<file path="src/rtl/rf_loader_pkg.sv">
// rtl/rf_loader_pkg.sv - shared widths and FSM state type for the register-file loader
package rf_loader_pkg;

  localparam int RF_ADDR_WIDTH = 2;
  localparam int RF_DATA_WIDTH = 32;
  localparam int NUM_REGS      = 4;

  typedef enum logic [2:0] {
    ST_IDLE,
    ST_LOAD,
    ST_CLEAR,
    ST_FLUSH,
    ST_DONE
  } rf_loader_state_t;

endpackage

</file>
<file path="src/rtl/rf_loader.sv">
// rtl/rf_loader.sv - command/payload sequencer issuing registered writes into the config register file
module rf_loader
  import rf_loader_pkg::*;
#(
  parameter int ADDR_WIDTH = RF_ADDR_WIDTH,
  parameter int DATA_WIDTH = RF_DATA_WIDTH,
  parameter int NUM_REGS   = rf_loader_pkg::NUM_REGS
) (
  input  logic                  clk,
  input  logic                  resetn,
  input  logic                  cmd_valid,
  output logic                  cmd_ready,
  input  logic                  cmd_clear,
  input  logic [ADDR_WIDTH-1:0] cmd_base,
  input  logic [ADDR_WIDTH-1:0] cmd_cnt,
  input  logic                  din_valid,
  output logic                  din_ready,
  input  logic [DATA_WIDTH-1:0] din_data,
  output logic [ADDR_WIDTH-1:0] rf_addr,
  output logic                  rf_wren,
  output logic [DATA_WIDTH-1:0] rf_data,
  output logic                  busy,
  output logic                  done
);

  localparam logic [ADDR_WIDTH-1:0] LAST_REG = ADDR_WIDTH'(NUM_REGS - 1);

  rf_loader_state_t      state_q, state_d;
  logic [ADDR_WIDTH-1:0] ptr_q, ptr_d;
  logic [ADDR_WIDTH-1:0] cnt_q, cnt_d;
  logic [ADDR_WIDTH-1:0] len_q, len_d;
  logic [ADDR_WIDTH-1:0] rf_addr_q, rf_addr_d;
  logic [DATA_WIDTH-1:0] rf_data_q, rf_data_d;
  logic                  rf_wren_q, rf_wren_d;
  logic                  done_q, done_d;

  always_comb begin
    state_d   = state_q;
    ptr_d     = ptr_q;
    cnt_d     = cnt_q;
    len_d     = len_q;
    rf_addr_d = rf_addr_q;
    rf_data_d = rf_data_q;
    rf_wren_d = 1'b0;
    done_d    = 1'b0;
    unique case (state_q)
      ST_IDLE: begin
        if (cmd_valid) begin
          cnt_d = '0;
          if (cmd_clear) begin
            ptr_d   = '0;
            state_d = ST_CLEAR;
          end else begin
            ptr_d   = cmd_base;
            len_d   = cmd_cnt;
            state_d = ST_LOAD;
          end
        end
      end
      ST_LOAD: begin
        if (din_valid) begin
          rf_addr_d = ptr_q;
          rf_data_d = din_data;
          rf_wren_d = 1'b1;
          ptr_d     = ptr_q + ADDR_WIDTH'(1);
          cnt_d     = cnt_q + ADDR_WIDTH'(1);
          if (cnt_q == len_q) state_d = ST_FLUSH;
        end
      end
      ST_CLEAR: begin
        rf_addr_d = ptr_q;
        rf_data_d = '0;
        rf_wren_d = 1'b1;
        ptr_d     = ptr_q + ADDR_WIDTH'(1);
        if (ptr_q == LAST_REG) state_d = ST_FLUSH;
      end
      // Last write is on the port this cycle; done follows once it has landed.
      ST_FLUSH: begin
        done_d  = 1'b1;
        state_d = ST_DONE;
      end
      ST_DONE: state_d = ST_IDLE;
      default: state_d = ST_IDLE;
    endcase
  end

  always_ff @(posedge clk) begin
    if (!resetn) begin
      state_q   <= ST_IDLE;
      ptr_q     <= '0;
      cnt_q     <= '0;
      len_q     <= '0;
      rf_addr_q <= '0;
      rf_data_q <= '0;
      rf_wren_q <= 1'b0;
      done_q    <= 1'b0;
    end else begin
      state_q   <= state_d;
      ptr_q     <= ptr_d;
      cnt_q     <= cnt_d;
      len_q     <= len_d;
      rf_addr_q <= rf_addr_d;
      rf_data_q <= rf_data_d;
      rf_wren_q <= rf_wren_d;
      done_q    <= done_d;
    end
  end

  assign cmd_ready = (state_q == ST_IDLE);
  assign busy      = (state_q != ST_IDLE);
  assign din_ready = (state_q == ST_LOAD);
  assign rf_addr   = rf_addr_q;
  assign rf_wren   = rf_wren_q;
  assign rf_data   = rf_data_q;
  assign done      = done_q;

endmodule
</file>
<file path="config.mk">
export PLATFORM = sky130hd
export DESIGN_NAME = rf_loader
export DESIGN_NICKNAME = d
export VERILOG_FILES = /design/src/rtl/rf_loader_pkg.sv /design/src/rtl/rf_loader.sv
export SDC_FILE = /design/constraint.sdc
export NUM_CORES = 1
export LEC_CHECK = 0
export CORE_ASPECT_RATIO = 1.25
export CORE_MARGIN = 2
export CORE_UTILIZATION = 35
export CTS_CLUSTER_SIZE = 30
export DETAILED_ROUTE_END_ITERATION = 8
export GPL_TIMING_DRIVEN = 0
export PLACE_DENSITY_LB_ADDON = 0.12
export SLEW_MARGIN = 20
export SYNTH_ARGS = -nofsm -noshare
export SYNTH_HDL_FRONTEND = slang
export SYNTH_SLANG_ARGS = --single-unit
</file>
<file path="constraint.sdc">
create_clock -name clk -period 2 [get_ports clk]
set_clock_uncertainty 0.15 [all_clocks]
set_input_delay 0.3 -clock clk [delete_from_list [all_inputs] [get_ports clk]]
set_output_delay 0.3 -clock clk [all_outputs]
set_load 0.03 [all_outputs]
</file>
==> impl_metrics.tcl <==
set metrics [dict create \
    synthAdderAreaFrac_pct 0.725 \
    drt_first_pass_iters 4 \
    grt_pass1_wl_um 6040 \
    busiest_layer "met2" \
    grt-ovfl-total 0 \
    worstSetupEndpointType "output port" \
    final_core_util_pct 57.7 \
    comb_power_share_pct 22.0 \
    drv_cap 0 \
    yosys.area_share.simple_pct 10.9 \
    grt_max_degree 15 \
    hold_start "rf_addr[0]$_SDFFE_PN0P_" \
    path_max_fanout 10 \
    clock_latency_ns 0.29 \
    min_period_over_period_pct 95.7 \
    max_freq_mhz 523 \
    gp_congestion 0.804 \
    row_count 28 \
    rsz0062_at_grt "false" \
    start_util_pct 36.5 \
    syn_nets 196 \
    leakage_nw 1.02 \
    r2r_slack_ns 0.33 \
    num_vias 1523 \
    seq_power_share_pct 43.2 \
    finalNonFillerCells 301 \
    setup_viol 0 \
    cts_tree "built" \
    ys_ff_latch 45 \
    worstMarginPinSlew_ns 0.468 \
    dieArea_sq_um 5510 \
    reg2reg_depth 6 \
    synth_area_sq_um 1730 \
    crit_required_ns 1.55 \
    ys_warn_count 0 \
    synth_top_family_by_area "compound AO/OA/AOI/OAI gates" \
    met3_usage_pct 4.74 \
    layout_common_cells "clkdlybuf4s50_1, dfxtp_1, a32o_1" \
    die_y_um 82.5 \
    ant_nets 0 \
    gr-usage-met1_pct 17.7 \
    avgSynthCellArea_sq_um 11.2 \
    p_int_mw 1.69 \
    cts_buffers 5 \
    power_switching_uw 586 \
    grtUsageTotal_pct 14.5 \
    ys_seq_area_share_pct 52.2 \
    outcome "completed" \
    timing.rr.end "rf_data[25]$_SDFFE_PN0P_" \
    first_global_vias 1259 \
    holdPathStages 2 \
    vdd_drop_max_mv 0.394 \
    crit_path_top_delay_cell "dlygate4sd2_1" \
    n_antenna_cell 0 \
    synth.distinct_cells 32 \
    hpwl_um 3020 \
    muxShareOfSynthArea_pct 1.16 \
    postSynthCellCount 154 \
    slew_viol_final 0 \
    hold_class "flip-flop to flip-flop" \
    vias_per_cell 5.06 \
    io_pins 80 \
    dp_cells 293 \
    synth_compound_area_share_pct 26.3 \
    period_needed_ns 1.91 \
    clk_pin_slew_worst_paths_ns 0.08 \
    startpoint_type "flip-flop" \
    cts.sinks 45 \
    path_class "flip-flop to output port" \
    area_growth_syn_to_layout_pct 58.2 \
    critPathMaxStageDelay_ns 0.36 \
    final_common_cell "clkdlybuf4s50_1" \
    synth-xor-area-share_pct 1.96 \
    p_sw_share_pct 25.8 \
    final_net_count 282 \
    wirelength_um 4060 \
    maxSlewHeadroom_pct 68.8 \
    power_frac_clock_pct 34.8 \
    drive_above_1_share_pct 9.13 \
    gr-usage-met2_pct 23.5 \
    crit_chain "buf_6 > nor3_4 > inv_1 > dlygate4sd2_1" \
    r2r-start "state_q[2]$_SDFFE_PN0P_" \
    antenna_found_initial 0 \
    power_density_nw_per_um2 833 \
    cts_max_level 2 \
    cts_root_buf "clkbuf_8" \
    fillers 440 \
    post_drt_wl_per_cell_um 13.5 \
    drt_iter0_markers 43 \
    hold_end "rf_addr[0]$_SDFFE_PN0P_" \
    core_area_sq_um 4730 \
    cts_setup_buffers 0 \
    ctsHoldBuffers 0 \
    clockBufferDepth 2 \
    crit_arrival_ns 1.46 \
    die_width_um 66.8 \
    hold_viol_final 0 \
    io_buffer_count 79 \
    drc 0 \
]
how the worst max path moves through the flow:
stage,from,to,slack [ns],depth (start not counted)
floorplan,state_q[1]$_SDFFE_PN0P_,len_q[0]$_SDFFE_PN0P_,0.15,5
global placement,resetn,rf_data[9]$_SDFFE_PN0P_,-0.05,4
detailed placement,resetn,rf_data[8]$_SDFFE_PN0P_,-0.05,4
CTS,state_q[1]$_SDFFE_PN0P_,busy,0.006,4
global route,state_q[1]$_SDFFE_PN0P_,busy,0.004,4
finish,state_q[1]$_SDFFE_PN0P_,busy,0.09,4
area by class of cell:
cell class                      instances  area, sq um  area share [%]
Clock buffer                            5         68.8            2.52
Multi-Input combinational cell         91          713            26.1
Clock inverter                          3         65.1            2.38
Buffer                                 15          106            3.90
Tap cell                               60         75.1            2.75
Timing Repair Buffer                   79          788            28.9
Sequential cell                        45          902            33.0
Inverter                                3         11.3           0.412
per-layer routing:
| layer | up-vias | wire length [um] |
|---|---|---|
| met5 | - | 0 |
| met2 | 51 | 1840 |
| met3 | 6 | 340 |
| met4 | 0 | 61 |
| li1 | 766 | - |
| met1 | 700 | 1820 |
power by group through the flow:
stage	combinational (mW)	sequential, mW	clock, mW
2_1_floorplan	0.223	1.07	0
3_3_place_gp	0.508	1.00	0
3_5_place_dp	0.508	1.00	0
4_1_cts	0.503	0.982	0.821
5_1_grt	0.539	0.990	0.851
6_report	0.500	0.983	0.791
critical path: cells and delay by family, from the launching register on:
family                 cells  cell delay, ns
buffers and inverters      3            0.61
and+or+nand+nor            1            0.22
DFF                        1            0.34
cells in the mapped netlist:
cell | n | share of area [%]
a211oi_1 | 2 | 0.87
buf_2 | 4 | 1.2
ha_1 | 1 | 0.73
a21o_1 | 2 | 0.87
nor2_1 | 8 | 1.7
a32o_1 | 32 | 19
a21oi_1 | 5 | 1.5
nand2b_1 | 4 | 1.5
inv_1 | 3 | 0.65
or3b_1 | 1 | 0.51
a311oi_1 | 3 | 1.5
mux2i_1 | 2 | 1.2
nand3b_1 | 2 | 0.87
o31ai_1 | 1 | 0.44
buf_4 | 2 | 0.87
buf_6 | 5 | 3.3
xnor2_2 | 1 | 0.94
nor3_2 | 1 | 0.58
nor4b_1 | 1 | 0.51
o32a_1 | 1 | 0.58
o21ai_1 | 2 | 0.58
nand2_1 | 5 | 1.1
and2_1 | 2 | 0.73
or2_1 | 2 | 0.73
o21ai_0 | 3 | 0.87
and4bb_1 | 1 | 0.73
a221oi_1 | 1 | 0.51
xor2_1 | 2 | 1.0
nor2b_1 | 3 | 1.1
nand3_1 | 3 | 0.87
clkbuf_1 | 4 | 0.87
dfxtp_1 | 45 | 52
metrics by stage:
| stage | setup TNS (ns) | cell area [sq um] | hold WS, ns | worst slack (ns) | total power [mW] |
|---|---|---|---|---|---|
| 2_1_floorplan | 0 | 1730 | 0.276 | 0.151 | 1.29 |
| 3_3_place_gp | -1.25 | 2590 | 0.298 | -0.0501 | 1.51 |
| 3_5_place_dp | -1.04 | 2590 | 0.302 | -0.0464 | 1.51 |
| 4_1_cts | 0 | 2720 | 0.313 | 0.00615 | 2.31 |
| 5_1_grt | 0 | 2730 | 0.341 | 0.00380 | 2.38 |
| 6_report | 0 | 2730 | 0.308 | 0.0861 | 2.27 |
repair_timing:
| action | in CTS | in global routing |
|---|---|---|
| resized for setup | 4 | 2 |
| endpoints found under the hold margin | 0 | 0 |
| endpoints found under the setup margin | 3 | 3 |
registers in the layout (all words and copies together), names as in the netlist:
name / flops
len_q: 2
ptr_q: 2
state_q: 3
rf_wren: 1
cnt_q: 2
done: 1
rf_data: 32
rf_addr: 2
kinds of logic after synthesis:
logic type               Yosys count
multiplexers                       2
AO/OA/AOI/OAI                     52
AND/OR/NAND/NOR                   33
buffers and inverters             18
XOR/XNOR                           3
adder cells (fa/ha/maj)            1
flip-flops                        45
Power figures use the tool's default switching activity.
